### src/rtl/sipo_pkg.sv
// Shared definitions for the serial-in/parallel-out deserializer.
// State encoding, counter width helper and parity sense.
package sipo_pkg;

    typedef enum logic [0:0] {
        ST_SHIFT  = 1'b0,
        ST_PARITY = 1'b1
    } sipo_state_e;

    localparam logic EVEN_PARITY = 1'b0;

    function automatic int cnt_w(input int width);
        return $clog2(width);
    endfunction

endpackage

### src/rtl/sipo_deser_if.sv
// Bundle of the serial input side and the word output side.
// master: serial source / word consumer; slave: the deserializer.
// Ports: si, si_valid, frame_start, po, po_valid, po_ready,
// overrun, overrun_clr, bit_cnt (+ parity_err with SIPO_PARITY_EN).
interface sipo_deser_if
    import sipo_pkg::*;
#(
    parameter int WIDTH = 8
);
    logic                       si;
    logic                       si_valid;
    logic                       frame_start;
    logic [WIDTH-1:0]           po;
    logic                       po_valid;
    logic                       po_ready;
    logic                       overrun;
    logic                       overrun_clr;
    logic [cnt_w(WIDTH)-1:0]    bit_cnt;
`ifdef SIPO_PARITY_EN
    logic                       parity_err;

    modport master (
        output si, si_valid, frame_start, po_ready, overrun_clr,
        input  po, po_valid, overrun, bit_cnt, parity_err
    );
    modport slave (
        input  si, si_valid, frame_start, po_ready, overrun_clr,
        output po, po_valid, overrun, bit_cnt, parity_err
    );
`else
    modport master (
        output si, si_valid, frame_start, po_ready, overrun_clr,
        input  po, po_valid, overrun, bit_cnt
    );
    modport slave (
        input  si, si_valid, frame_start, po_ready, overrun_clr,
        output po, po_valid, overrun, bit_cnt
    );
`endif
endinterface

### src/rtl/sipo_hold_reg.sv
// Valid/ready holding register with drop detection.
// Ports: clk, rst, load, word, ready in; po, po_valid, drop out.
module sipo_hold_reg #(
    parameter int WIDTH = 8
) (
    input  logic             clk,
    input  logic             rst,
    input  logic             load,
    input  logic [WIDTH-1:0] word,
    input  logic             ready,
    output logic [WIDTH-1:0] po,
    output logic             po_valid,
    output logic             drop
);

    // A new word is lost only if the old one is unread and not popped now.
    assign drop = load && po_valid && !ready;

    always_ff @(posedge clk) begin
        if (rst) begin
            po       <= '0;
            po_valid <= 1'b0;
        end else if (load) begin
            if (!po_valid || ready) begin
                po       <= word;
                po_valid <= 1'b1;
            end
        end else if (po_valid && ready) begin
            po_valid <= 1'b0;
        end
    end

endmodule

### src/rtl/sipo_deser.sv
// Serial-in/parallel-out deserializer with framing, output
// handshake and sticky overrun. Ports: clk, rst, bus (slave).
// Optional macro SIPO_PARITY_EN adds an even-parity bit per frame
// and the parity_err output.
module sipo_deser
    import sipo_pkg::*;
#(
    parameter int WIDTH     = 8,
    parameter bit MSB_FIRST = 1'b1
) (
    input  logic         clk,
    input  logic         rst,
    sipo_deser_if.slave  bus
);

    localparam int             CW   = cnt_w(WIDTH);
    localparam logic [CW-1:0]  LAST = CW'(WIDTH - 1);

    logic [WIDTH-1:0] sr;
    logic [WIDTH-1:0] sr_sh;
    logic [WIDTH-1:0] sr_fs;
    logic [CW-1:0]    cnt;
    logic             last;
    logic             load;
    logic [WIDTH-1:0] word;
    logic             drop;
    logic             overrun;

    // sr_fs is an empty register with the coincident bit shifted in.
    always_comb begin
        sr_sh = sr;
        sr_fs = '0;
        if (MSB_FIRST) begin
            sr_sh = {sr[WIDTH-2:0], bus.si};
            sr_fs = {{(WIDTH-1){1'b0}}, bus.si};
        end else begin
            sr_sh = {bus.si, sr[WIDTH-1:1]};
            sr_fs = {bus.si, {(WIDTH-1){1'b0}}};
        end
    end

`ifdef SIPO_PARITY_EN
    sipo_state_e      state;
    logic             perr;
    logic [WIDTH:0]   hold_po;

    assign last = (state == ST_SHIFT) && bus.si_valid &&
                  !bus.frame_start && (cnt == LAST);
    assign load = (state == ST_PARITY) && bus.si_valid &&
                  !bus.frame_start;
    assign word = sr;
    assign perr = ((^sr) ^ bus.si) != EVEN_PARITY;

    always_ff @(posedge clk) begin
        if (rst) begin
            sr    <= '0;
            cnt   <= '0;
            state <= ST_SHIFT;
        end else if (bus.frame_start) begin
            sr    <= bus.si_valid ? sr_fs : '0;
            cnt   <= bus.si_valid ? CW'(1) : '0;
            state <= ST_SHIFT;
        end else if (bus.si_valid) begin
            unique case (state)
                ST_SHIFT: begin
                    sr <= sr_sh;
                    if (last) begin
                        cnt   <= '0;
                        state <= ST_PARITY;
                    end else begin
                        cnt <= cnt + CW'(1);
                    end
                end
                ST_PARITY: begin
                    state <= ST_SHIFT;
                end
                default: state <= ST_SHIFT;
            endcase
        end
    end

    sipo_hold_reg #(
        .WIDTH (WIDTH + 1)
    ) u_hold (
        .clk      (clk),
        .rst      (rst),
        .load     (load),
        .word     ({perr, word}),
        .ready    (bus.po_ready),
        .po       (hold_po),
        .po_valid (bus.po_valid),
        .drop     (drop)
    );

    assign bus.po         = hold_po[WIDTH-1:0];
    assign bus.parity_err = hold_po[WIDTH];
`else
    assign last = bus.si_valid && !bus.frame_start && (cnt == LAST);
    assign load = last;
    assign word = sr_sh;

    always_ff @(posedge clk) begin
        if (rst) begin
            sr  <= '0;
            cnt <= '0;
        end else if (bus.frame_start) begin
            sr  <= bus.si_valid ? sr_fs : '0;
            cnt <= bus.si_valid ? CW'(1) : '0;
        end else if (bus.si_valid) begin
            sr  <= sr_sh;
            cnt <= last ? '0 : cnt + CW'(1);
        end
    end

    sipo_hold_reg #(
        .WIDTH (WIDTH)
    ) u_hold (
        .clk      (clk),
        .rst      (rst),
        .load     (load),
        .word     (word),
        .ready    (bus.po_ready),
        .po       (bus.po),
        .po_valid (bus.po_valid),
        .drop     (drop)
    );
`endif

    // A drop and a clear on the same edge leave the flag set.
    always_ff @(posedge clk) begin
        if (rst) begin
            overrun <= 1'b0;
        end else if (drop) begin
            overrun <= 1'b1;
        end else if (bus.overrun_clr) begin
            overrun <= 1'b0;
        end
    end

    assign bus.overrun = overrun;
    assign bus.bit_cnt = cnt;

endmodule

### src/flat_wrapper.sv
// flat-port wrapper written by rule: the top's interface ports become plain ports
module sipo_deser_flat import sipo_pkg::*;
#(
    parameter int WIDTH     = 8,
    parameter bit MSB_FIRST = 1'b1
)
  (clk, rst, bus_si, bus_si_valid, bus_frame_start, bus_po_ready, bus_overrun_clr, bus_po, bus_po_valid, bus_overrun, bus_bit_cnt);
  sipo_deser_if #(.WIDTH(WIDTH)) bus_i ();
  input  logic clk;
  input  logic rst;
  input wire logic [$bits(bus_i.si)-1:0] bus_si;
  input wire logic [$bits(bus_i.si_valid)-1:0] bus_si_valid;
  input wire logic [$bits(bus_i.frame_start)-1:0] bus_frame_start;
  input wire logic [$bits(bus_i.po_ready)-1:0] bus_po_ready;
  input wire logic [$bits(bus_i.overrun_clr)-1:0] bus_overrun_clr;
  output wire logic [$bits(bus_i.po)-1:0] bus_po;
  output wire logic [$bits(bus_i.po_valid)-1:0] bus_po_valid;
  output wire logic [$bits(bus_i.overrun)-1:0] bus_overrun;
  output wire logic [$bits(bus_i.bit_cnt)-1:0] bus_bit_cnt;
  assign bus_i.si = bus_si;
  assign bus_i.si_valid = bus_si_valid;
  assign bus_i.frame_start = bus_frame_start;
  assign bus_i.po_ready = bus_po_ready;
  assign bus_i.overrun_clr = bus_overrun_clr;
  assign bus_po = bus_i.po;
  assign bus_po_valid = bus_i.po_valid;
  assign bus_overrun = bus_i.overrun;
  assign bus_bit_cnt = bus_i.bit_cnt;
  sipo_deser #(.WIDTH(WIDTH), .MSB_FIRST(MSB_FIRST)) u_core (.clk(clk), .rst(rst), .bus(bus_i));
endmodule
### config.mk
export PLATFORM = sky130hd
export DESIGN_NAME = sipo_deser_flat
export DESIGN_NICKNAME = d
export VERILOG_FILES = /design/src/rtl/sipo_pkg.sv /design/src/rtl/sipo_deser_if.sv /design/src/rtl/sipo_hold_reg.sv /design/src/rtl/sipo_deser.sv /design/src/flat_wrapper.sv
export SDC_FILE = /design/constraint.sdc
export NUM_CORES = 1
export LEC_CHECK = 0
export ABC_AREA = 1
export CAP_MARGIN = 20
export CORE_MARGIN = 4
export CORE_UTILIZATION = 25
export CTS_BUF_LIST = sky130_fd_sc_hd__clkbuf_16
export DETAILED_ROUTE_END_ITERATION = 8
export GPL_TIMING_DRIVEN = 1
export HOLD_SLACK_MARGIN = 0.15
export SYNTH_ARGS = -nofsm -noshare
export SYNTH_HDL_FRONTEND = slang
export SYNTH_HIERARCHICAL = 1
export SYNTH_SLANG_ARGS = --single-unit
### constraint.sdc
create_clock -name clk -period 2.79 [get_ports clk]
set_input_delay 0.279 -clock clk [delete_from_list [all_inputs] [get_ports clk]]
set_output_delay 0.279 -clock clk [all_outputs]
set_load 0.05 [all_outputs]
-- Word level (Yosys, flattened, before mapping)
Cells that the tools add are included.
- output and inout bits: 13
- memories kept: 0
- bits in latches: 0
- flip-flop bits (word level): 20
- bits in writable memories: 0
- input port bits: 7
- word-level logic and storage cells: 34
- ROM bits: 0
- bitwise logic cells: 0
- reductions and logical operators: 14
- mux-type cells: 12
- div/mod/pow operators: 0
- order comparisons: 0
- add/subtract/negate cells: 1
- shifts and indexed selects: 0
- multiply operators: 0
- eq/ne operators: 2
- operators with widths (operator ; count):
    7-bit two-way mux ; 2
    3-bit two-way mux ; 3
    1-bit two-way mux ; 7
    2-bit nonzero test ; 3
    1-bit logical AND ; 5
    2-bit AND reduction ; 2
    3-bit by 1-bit adder with 3-bit output (second input constant) ; 1
    3-bit equality test (second input constant) ; 1
    1-bit zero test ; 3
    2-bit != test (second input constant) ; 1
    1-bit logical OR ; 1

-- Longest topological paths before layout
Gate-level depths: netlist of the first run.
- depth after elaboration: 6
- mapped depth: 10
- mapped depth without buffers: 8

-- Cells and area by module
The synthesis of the first run kept the hierarchy.
- by module, submodules not included (module ; times used ; area an instance (sq um) ; cells an instance):
    sipo_deser ; 1 ; 470.5 ; 60
    sipo_hold_reg ; 1 ; 429.2 ; 58

-- Least setup slack after synthesis of the first run
No wires, ideal clock.
- path kind: reg2reg
- start: reg u_core.cnt[1] (netlist: u_core/bus.bit_cnt[1])
- end: reg u_core.overrun (netlist: u_core/bus.overrun)
- data required time: 2.725 ns
- slack: 1.048 ns
- stages on the path, launching flop included: 11
- arrival time: 1.677 ns
- library setup time: 0.065 ns
- cell sequence: dfxtp_1 ha_1 ha_1 inv_1 nor2_1 buf_6 buf_12 inv_1 nor2_1 a21oi_1 nor2_1
- cells in the longest elaborated chain, start to end: 5
- ends and longest elaborated chain (element ; RTL line ; source):
    from (decl) ; sipo_deser.sv:22 ; logic [CW-1:0] cnt;
    from (signal assigned) ; sipo_deser.sv:108 ; cnt <= bus.si_valid ? CW'(1) : '0;
    from (signal assigned) ; sipo_deser.sv:111 ; cnt <= last ? '0 : cnt + CW'(1);
    3-bit equality test (*) ; sipo_deser.sv:98 ; assign last = bus.si_valid && !bus.frame_start && (cnt == LAST);
    1-bit logical AND (*) ; sipo_deser.sv:98 ;
    named net u_core.last ; sipo_deser.sv:23 ; logic last;
    1-bit logical AND (*) (2 in series) ; sipo_hold_reg.sv:17 ; assign drop = load && po_valid && !ready;
    named net u_core.drop ; sipo_deser.sv:26 ; logic drop;
    1-bit two-way mux or 2-bit nonzero test (tied branches) ; -- ;
    to (signal assigned) ; sipo_deser.sv:132 ; overrun <= 1'b0;
    to (signal assigned) ; sipo_deser.sv:134 ; overrun <= 1'b1;
    to (signal assigned) ; sipo_deser.sv:136 ; overrun <= 1'b0;
    to (decl) ; sipo_deser.sv:27 ; logic overrun;
The timed path passes the listed nets; every way through them passes the cells marked *.
A chain may end at the register's enable or synchronous reset.

-- Worst setup path after layout of the first run
- start: reg u_core.u_hold.po_valid
- end: out bus_po_valid
- RTL lines (element ; RTL line ; source):
    from (decl) ; sipo_hold_reg.sv:12 ; output logic po_valid,
    from (signal assigned) ; sipo_hold_reg.sv:22 ; po_valid <= 1'b0;
    from (signal assigned) ; sipo_hold_reg.sv:26 ; po_valid <= 1'b1;
    from (signal assigned) ; sipo_hold_reg.sv:29 ; po_valid <= 1'b0;
    to (decl) ; flat_wrapper.sv:17 ; output wire logic [$bits(bus_i.po_valid)-1:0] bus_po_valid;
No word-level cell between the ends.

==> key figures, run 1 <==
Setup path
  • CP peak stage delay: 0.82 ns
  • Buffers & Inverters on Critical Path: 1
  • CP Capture Type: output pin
  • Worst Reg-to-Reg Cells: 9
  • Worst reg2reg path endpoint: u_core/bus.overrun
  • CP delay by family, top: buffers and inverters
  • R2R Setup Slk: roughly 1.3 ns
  • Critical Path Start: u_core/u_hold/po_valid
  • CP arrival: 1.44 ns
  • Worst-path cell chain: clkdlybuf4s50_1
  • Critical path fanouts, max: 2
  • Worst setup SP type: register
  • WS Path Type: register to output pin
  • Cell depth of the worst setup path: 1
  • Required arrival time at the worst endpoint: ~2.5 ns
  • CP max stage cell: clkdlybuf4s50_1
  • End point of the critical path: bus_po_valid
  • RR Startpoint: u_core/bus.bit_cnt[0]

Routing
  • Vias after detailed routing: 770
  • Vias per inst: 4.208
  • ANT nets after route: 0
  • Post-route DRC: 0
  • M1 WL: approximately 830 um
  • DRT iter0 DRCs: 18
  • Max Used Layer: met4
  • Post-Route WL: 1710 um
  • Number of detailed-route iterations in the first pass: 4
  • Routed wl met3: 107 um
  • WL met2: 747 um
  • Wire per inst: 9.344 um

Cells and area
  • Layout cell share with drive strength beyond 1: 8.759%
  • Area grow syn2layout: 33.52%
  • NumNets Final: 147
  • ANT cells: 0
  • Non-Filler Instances: around 180
  • Fin util: between 30% and 40%

Timing
  • Relative slew slack: roughly two thirds
  • Peak Freq: 582.9 MHz
  • Period Utilization, post-route: 61.49%
  • Final setup violation count: 0
  • Setup TNS: 0 ns
  • Clock Skew: 0.003246 ns
  • Worst-Margin Slew: 0.5011 ns
  • Final worst path period need: 1.716 ns
  • RSZ-0062 raised after global routing: no
  • Fin. Hold Viols: 0
  • Fin. max-slew vios: 0

GRT
  • Total congestion overflow: 0
  • Initial antenna violation count: 0
  • Vias in the first global route: 685
  • Pin count of the biggest net entering global routing: 19
  • First-pass GRT wire length: between 3000 and 4000 um
  • Global-route usage over all layers: 8.586%

Flow run
  • Number of max-cap violations: 0

Die
  • Die footprint: 4622 sq um
  • Core Region: between 3000 and 4000 sq um
  • Starting density of the core: a little over a quarter
  • Io pins: 20
  • Die Ht: roughly 70 um
  • FP Rows: 21
  • Die X: 67.99 um

Synth
  • Synth cell types: 18
  • Warnings, synthesis: 6
  • Gate Count Post-Synth: 118
  • Syn avg cell area: 7.624 sq um
  • #FFs+latches synth: 20
  • Mapped Nets: approximately 130
  • Post-Syn Area: around 900 sq um
  • Post-synthesis sequential area ratio: 44.51%

Placed design
  • Placed cells: 179
  • IO Port Bufs: 19
  • Post-DP HPWL: 1245 um
  • Final Wtd Congestion: 0.7378

CTS
  • CTS Root Cell: clkbuf_16
  • Clk sinks: 20
  • H-Tree Depth: 1
  • Clk_lat worst skew: approximately 0.25 ns
  • Num CTS Buffers: 3
  • Clock Path Buffers: 2
  • Post-CTS setup repair buffer count: 0
  • CTS tree: done
  • # resized after CTS: 0
  • Hold buffer count at cts: 0
  • Clk slew on worst S/H paths: 0.06 ns

Power
  • Leak pwr: 0.4529 nW
  • IR drop worst, VDD: 0.3618 mV
  • Pwr Density: 598.8 nW/um^2

Outcome
  • Status: finished, final reports clean

Worst hold path
  • Min-Delay Path Class: register to register
  • Hold Crit Start: u_core/sr[6]
==> cells in the mapped netlist <==
cell / count / area share, %
a21oi_1: 19 / 11
a21oi_2: 1 / 0.97
buf_12: 1 / 2.2
buf_2: 1 / 0.56
buf_6: 3 / 3.8
dfxtp_1: 20 / 45
ha_1: 2 / 2.8
inv_1: 16 / 6.7
inv_2: 1 / 0.42
inv_4: 1 / 0.70
nand2_1: 21 / 8.8
nand2_4: 1 / 1.3
nand3_1: 14 / 7.8
nand3_2: 1 / 1.1
nor2_1: 13 / 5.4
nor2_2: 1 / 0.70
nor2_4: 1 / 1.3
o21ai_0: 1 / 0.56
==> worst register-to-register path: cells and delay by family (launching register included) <==
family / cells / cell delay, ns
fa+ha+maj: 2 / 0.34
buf+inv: 3 / 0.35
flops: 1 / 0.36
compound gates: 1 / 0.05
simple gates: 3 / 0.28
==> area by class of cell <==
class                           instances  area, sq um
Fill cell                             370         2215
Sequential cell                        20        400.4
Multi-Input combinational cell         75        370.4
Timing Repair Buffer                   20        197.7
Clock buffer                            3        75.07
Inverter                               18        70.07
Tap cell                               46        57.56
Clock inverter                          1        30.03
==> metrics by stage <==
step / worst slack [ns] / area (sq um) / hold WS [ns] / total power, mW
5_1_grt: 0.9978 / 1201 / 0.5015 / 0.7485
3_5_place_dp: 0.9157 / 1096 / 0.4551 / 0.3371
3_3_place_gp: 0.9608 / 1096 / 0.4544 / 0.3365
4_1_cts: 1.057 / 1201 / 0.4639 / 0.7304
2_1_floorplan: 1.048 / 899.6 / 0.3481 / 0.3211
6_report: 1.074 / 1201 / 0.4620 / 0.7193
==> report_power, final <==
group,internal [mW],switching (mW),total (mW),leakage [nW]
Combinational,0.0159,0.0249,0.0408,0.240
Clock,0.284,0.104,0.388,0.0511
Sequential,0.288,0.00203,0.290,0.162
==> logic make-up (layout without fill, tap and decap cells) <==
kind of cell    count (synthesis)  in the layout  synth area share, %
simple gates                   52             52                26.29
buf+inv                        23             42                14.33
compound gates                 21             21                12.10
flops                          20             20                44.51
fa+ha+maj                       2              2                2.781
==> per-layer routing <==
| layer | GRT usage [%] | vias to the layer above |
|---|---|---|
| met2 | 13.48 | 17 |
| met5 | 0 | - |
| met4 | 3.722 | 0 |
| li1 | - | 409 |
| met3 | 3.284 | 5 |
| met1 | 10.38 | 339 |
==> flip-flops by register name (all words and copies together), names as in the netlist <==
register and count:
u_core/u_hold/po 8, u_core/sr 7, u_core/u_hold/po_valid 1, u_core/bus.overrun 1
u_core/bus.bit_cnt 3
==> how the worst min path moves through the flow <==
| stage | to | slack [ns] | cells past startpoint |
|---|---|---|---|
| finish | u_core/sr[6] | 0.46 | 2 |
| global route | u_core/bus.bit_cnt[1] | 0.50 | 2 |
| CTS | u_core/sr[6] | 0.46 | 2 |
| detailed placement | u_core/sr[6] | 0.46 | 2 |
| global placement | u_core/sr[6] | 0.45 | 2 |
| floorplan | u_core/u_hold/po_valid | 0.35 | 1 |
==> placed cells by master (no fill, tap or decap), types with 2 or more instances in the layout <==
cell type | synthesis | layout
nor2_1 | 13 | 13
dfxtp_1 | 20 | 20
nand2_1 | 21 | 21
inv_1 | 16 | 16
clkdlybuf4s50_1 | 0 | 19
nand3_1 | 14 | 14
clkbuf_16 | 0 | 3
ha_1 | 2 | 2
a21oi_1 | 19 | 19
Note: power is estimated with default switching activity, not from simulation.
==> run 2: changes to the inputs <==
==> constraint.sdc (replaced) <==
create_clock -name clk -period 1.6 [get_ports clk]
set_input_delay 0.16 -clock clk [delete_from_list [all_inputs] [get_ports clk]]
set_output_delay 0.16 -clock clk [all_outputs]
set_load 0.05 [all_outputs]
==> run 2 against run 1 <==
  * Clock skew barely moved
  * Via count fell by 2.3%
  * Cell area fell by 3.0%
  * Flip-flop and latch count did not move
  * Combinational power rose by 87%
  * Utilization fell by 1.1 points
  * Critical path depth rose by 8
  * Sequential share of layout area rose by 1.4 points
  * Total power rose by 49%
  * Routed wire length rose by 1.9%
  * Critical path type is now register to register
  * Largest cell class unchanged
==> key figures, run 2 (synthesis gave the netlist of run 1 again) <==
Outcome
  • Status: finished, final reports clean

Worst hold path
  • Hold Crit Start: u_core/sr[6]
  • Min-Delay Path Class: register to register
  • Hold Path Depth: 2
  • Min-Delay Endpoint: u_core/sr[6]

Cells and area
  • Largest Register: u_core/u_hold/po
  • Commonest non-fill, non-tap cell in the layout: nand2_1
  • Most frequent cells in the layout: nand2_1 (21), a21oi_1 (19), buf_4 (17), dfxtp_1 (17), inv_1 (16)
  • Max FFs per register: 8
  • Area grow syn2layout: 29.49%
  • Layout cell share with drive strength beyond 1: 21.58%
  • ANT cells: 0
  • NumNets Final: 150

CTS
  • Hold buffer count at cts: 0
  • Clk slew on worst S/H paths: 0.05 ns
  • Post-CTS setup repair buffer count: 0
  • CTS tree: done
  • Num CTS Buffers: 3
  • Clk sinks: 20
  • H-Tree Depth: 1
  • # resized after CTS: 0
  • Clk_lat worst skew: about 0.25 ns
  • CTS Root Cell: clkbuf_16
  • Clock Path Buffers: 2

Setup path
  • Buffers & Inverters on Critical Path: 3
  • CP max stage cell: dfxtp_2
  • Cell mode on critical path: nor2_1
  • Worst setup SP type: register
  • WS Path Type: register to register
  • Worst-path cell chain: ha_1 -> ha_1 -> inv_1 -> nor2_1 -> buf_4 -> inv_1 -> nor2_1 -> a21oi_1 -> nor2_1
  • CP delay by family, top: adder cells
  • CP Capture Type: register
  • CP peak stage delay: 0.32 ns
  • Required arrival time at the worst endpoint: between 1.5 and 2 ns
  • Critical path fanouts, max: 17
  • R2R Setup Slk: 0.21 ns
  • Worst reg2reg path endpoint: u_core/bus.overrun
  • RR Startpoint: u_core/bus.bit_cnt[0]
  • Worst Reg-to-Reg Cells: 9
  • CP arrival: about 1.5 ns

Routing
  • Post-Route WL: between 1500 and 2000 um
  • Number of detailed-route iterations in the first pass: 4
  • DRT iter0 DRCs: 10
  • Wire per inst: between 9 and 10 um
  • Vias after detailed routing: 752
  • Vias per inst: 4.065
  • ANT nets after route: 0
  • Post-route DRC: 0

Die
  • Starting density of the core: 26.34%
  • Die X: 67.99 um
  • Die footprint: 4622 sq um
  • Core Region: around 3400 sq um
  • Io pins: 20
  • Die Ht: 67.99 um
  • FP Rows: 21

Timing
  • Setup TNS: 0 ns
  • Final worst path period need: 1.393 ns
  • Final setup violation count: 0
  • Relative slew slack: 85.33%
  • Period Utilization, post-route: 87.07%
  • RSZ-0062 raised after global routing: no
  • Worst-Margin Slew: 0.2194 ns
  • Fin. Hold Viols: 0
  • Peak Freq: 717.8 MHz
  • Fin. max-slew vios: 0
  • Clock Skew: 0.002924 ns

Power
  • IR drop worst, VDD: 0.7440 mV
  • Total Power: 1.075 mW
  • Pwr Density: 923.0 nW/um^2
  • Leak pwr: 0.4806 nW

GRT
  • First-pass GRT wire length: 2918 um
  • Pin count of the biggest net entering global routing: 19
  • Global-route usage over all layers: 8.424%
  • Vias in the first global route: 716
  • Initial antenna violation count: 0
  • Total congestion overflow: 0

Placed design
  • Post-DP HPWL: 1299 um
  • IO Port Bufs: 19
  • Final Wtd Congestion: approximately 0.75

Flow run
  • Number of max-cap violations: 0
-- run 2: cell types whose count changed in the layout (fill, tap and decap cells not counted), sizes merged --
cell,delta
buf,+16
clkdlybuf4s50,-13
bufinv,-1
-- run 2: how the worst max path moves through the flow --
| stage | start | end | cells past startpoint |
|---|---|---|---|
| global route | u_core/bus.bit_cnt[0] | u_core/bus.overrun | 9 |
| CTS | u_core/bus.bit_cnt[0] | u_core/bus.overrun | 9 |
| finish | u_core/bus.bit_cnt[0] | u_core/bus.overrun | 9 |
| global placement | bus_frame_start | u_core/bus.overrun | 9 |
| floorplan | u_core/bus.bit_cnt[1] | u_core/bus.overrun | 10 |
| detailed placement | bus_frame_start | u_core/bus.overrun | 9 |
-- run 2: routing by layer --
layer  track usage, %  wire length [um]  share of wire, %
met1            10.11               860                49
met2            12.88               743                43
met3            4.269               121               6.9
met4            2.978                17              0.98
met5                0                 0                 0
-- run 2: cell type report --
class	instances	area (sq um)
fillers	386	2251
flip-flops and latches	20	404.1
inverters	18	70.07
well taps	46	57.56
multi-input cells	75	370.4
repair buffers	23	187.7
clock buffers	3	75.07
-- run 2: where the power goes --
part / internal [mW] / switching [mW]
combinational: 0.0316 / 0.0446
sequential: 0.503 / 0.00358
clock: 0.329 / 0.163
-- run 2: tightest hold or removal path, cell delays in order, from the launching register on --
cell and delay (ns):
dfxtp_1 0.31, nand2_1 0.06, a21oi_1 0.05
-- run 2: stage by stage --
stage / std cells / util, % / hold WS, ns / setup slack (ns) / instance area (sq um)
floorplan: 118 / - / 0.2291 / 0.04776 / 903.4
global placement: 182 / 31.90 / 0.4531 / 0.1549 / 1090
detailed placement: 182 / 31.90 / 0.4570 / 0.1125 / 1090
CTS: 185 / 34.10 / 0.4646 / 0.1931 / 1165
global route: 185 / 34.10 / 0.5003 / 0.06481 / 1165
finish: 185 / 34.10 / 0.4571 / 0.2069 / 1165
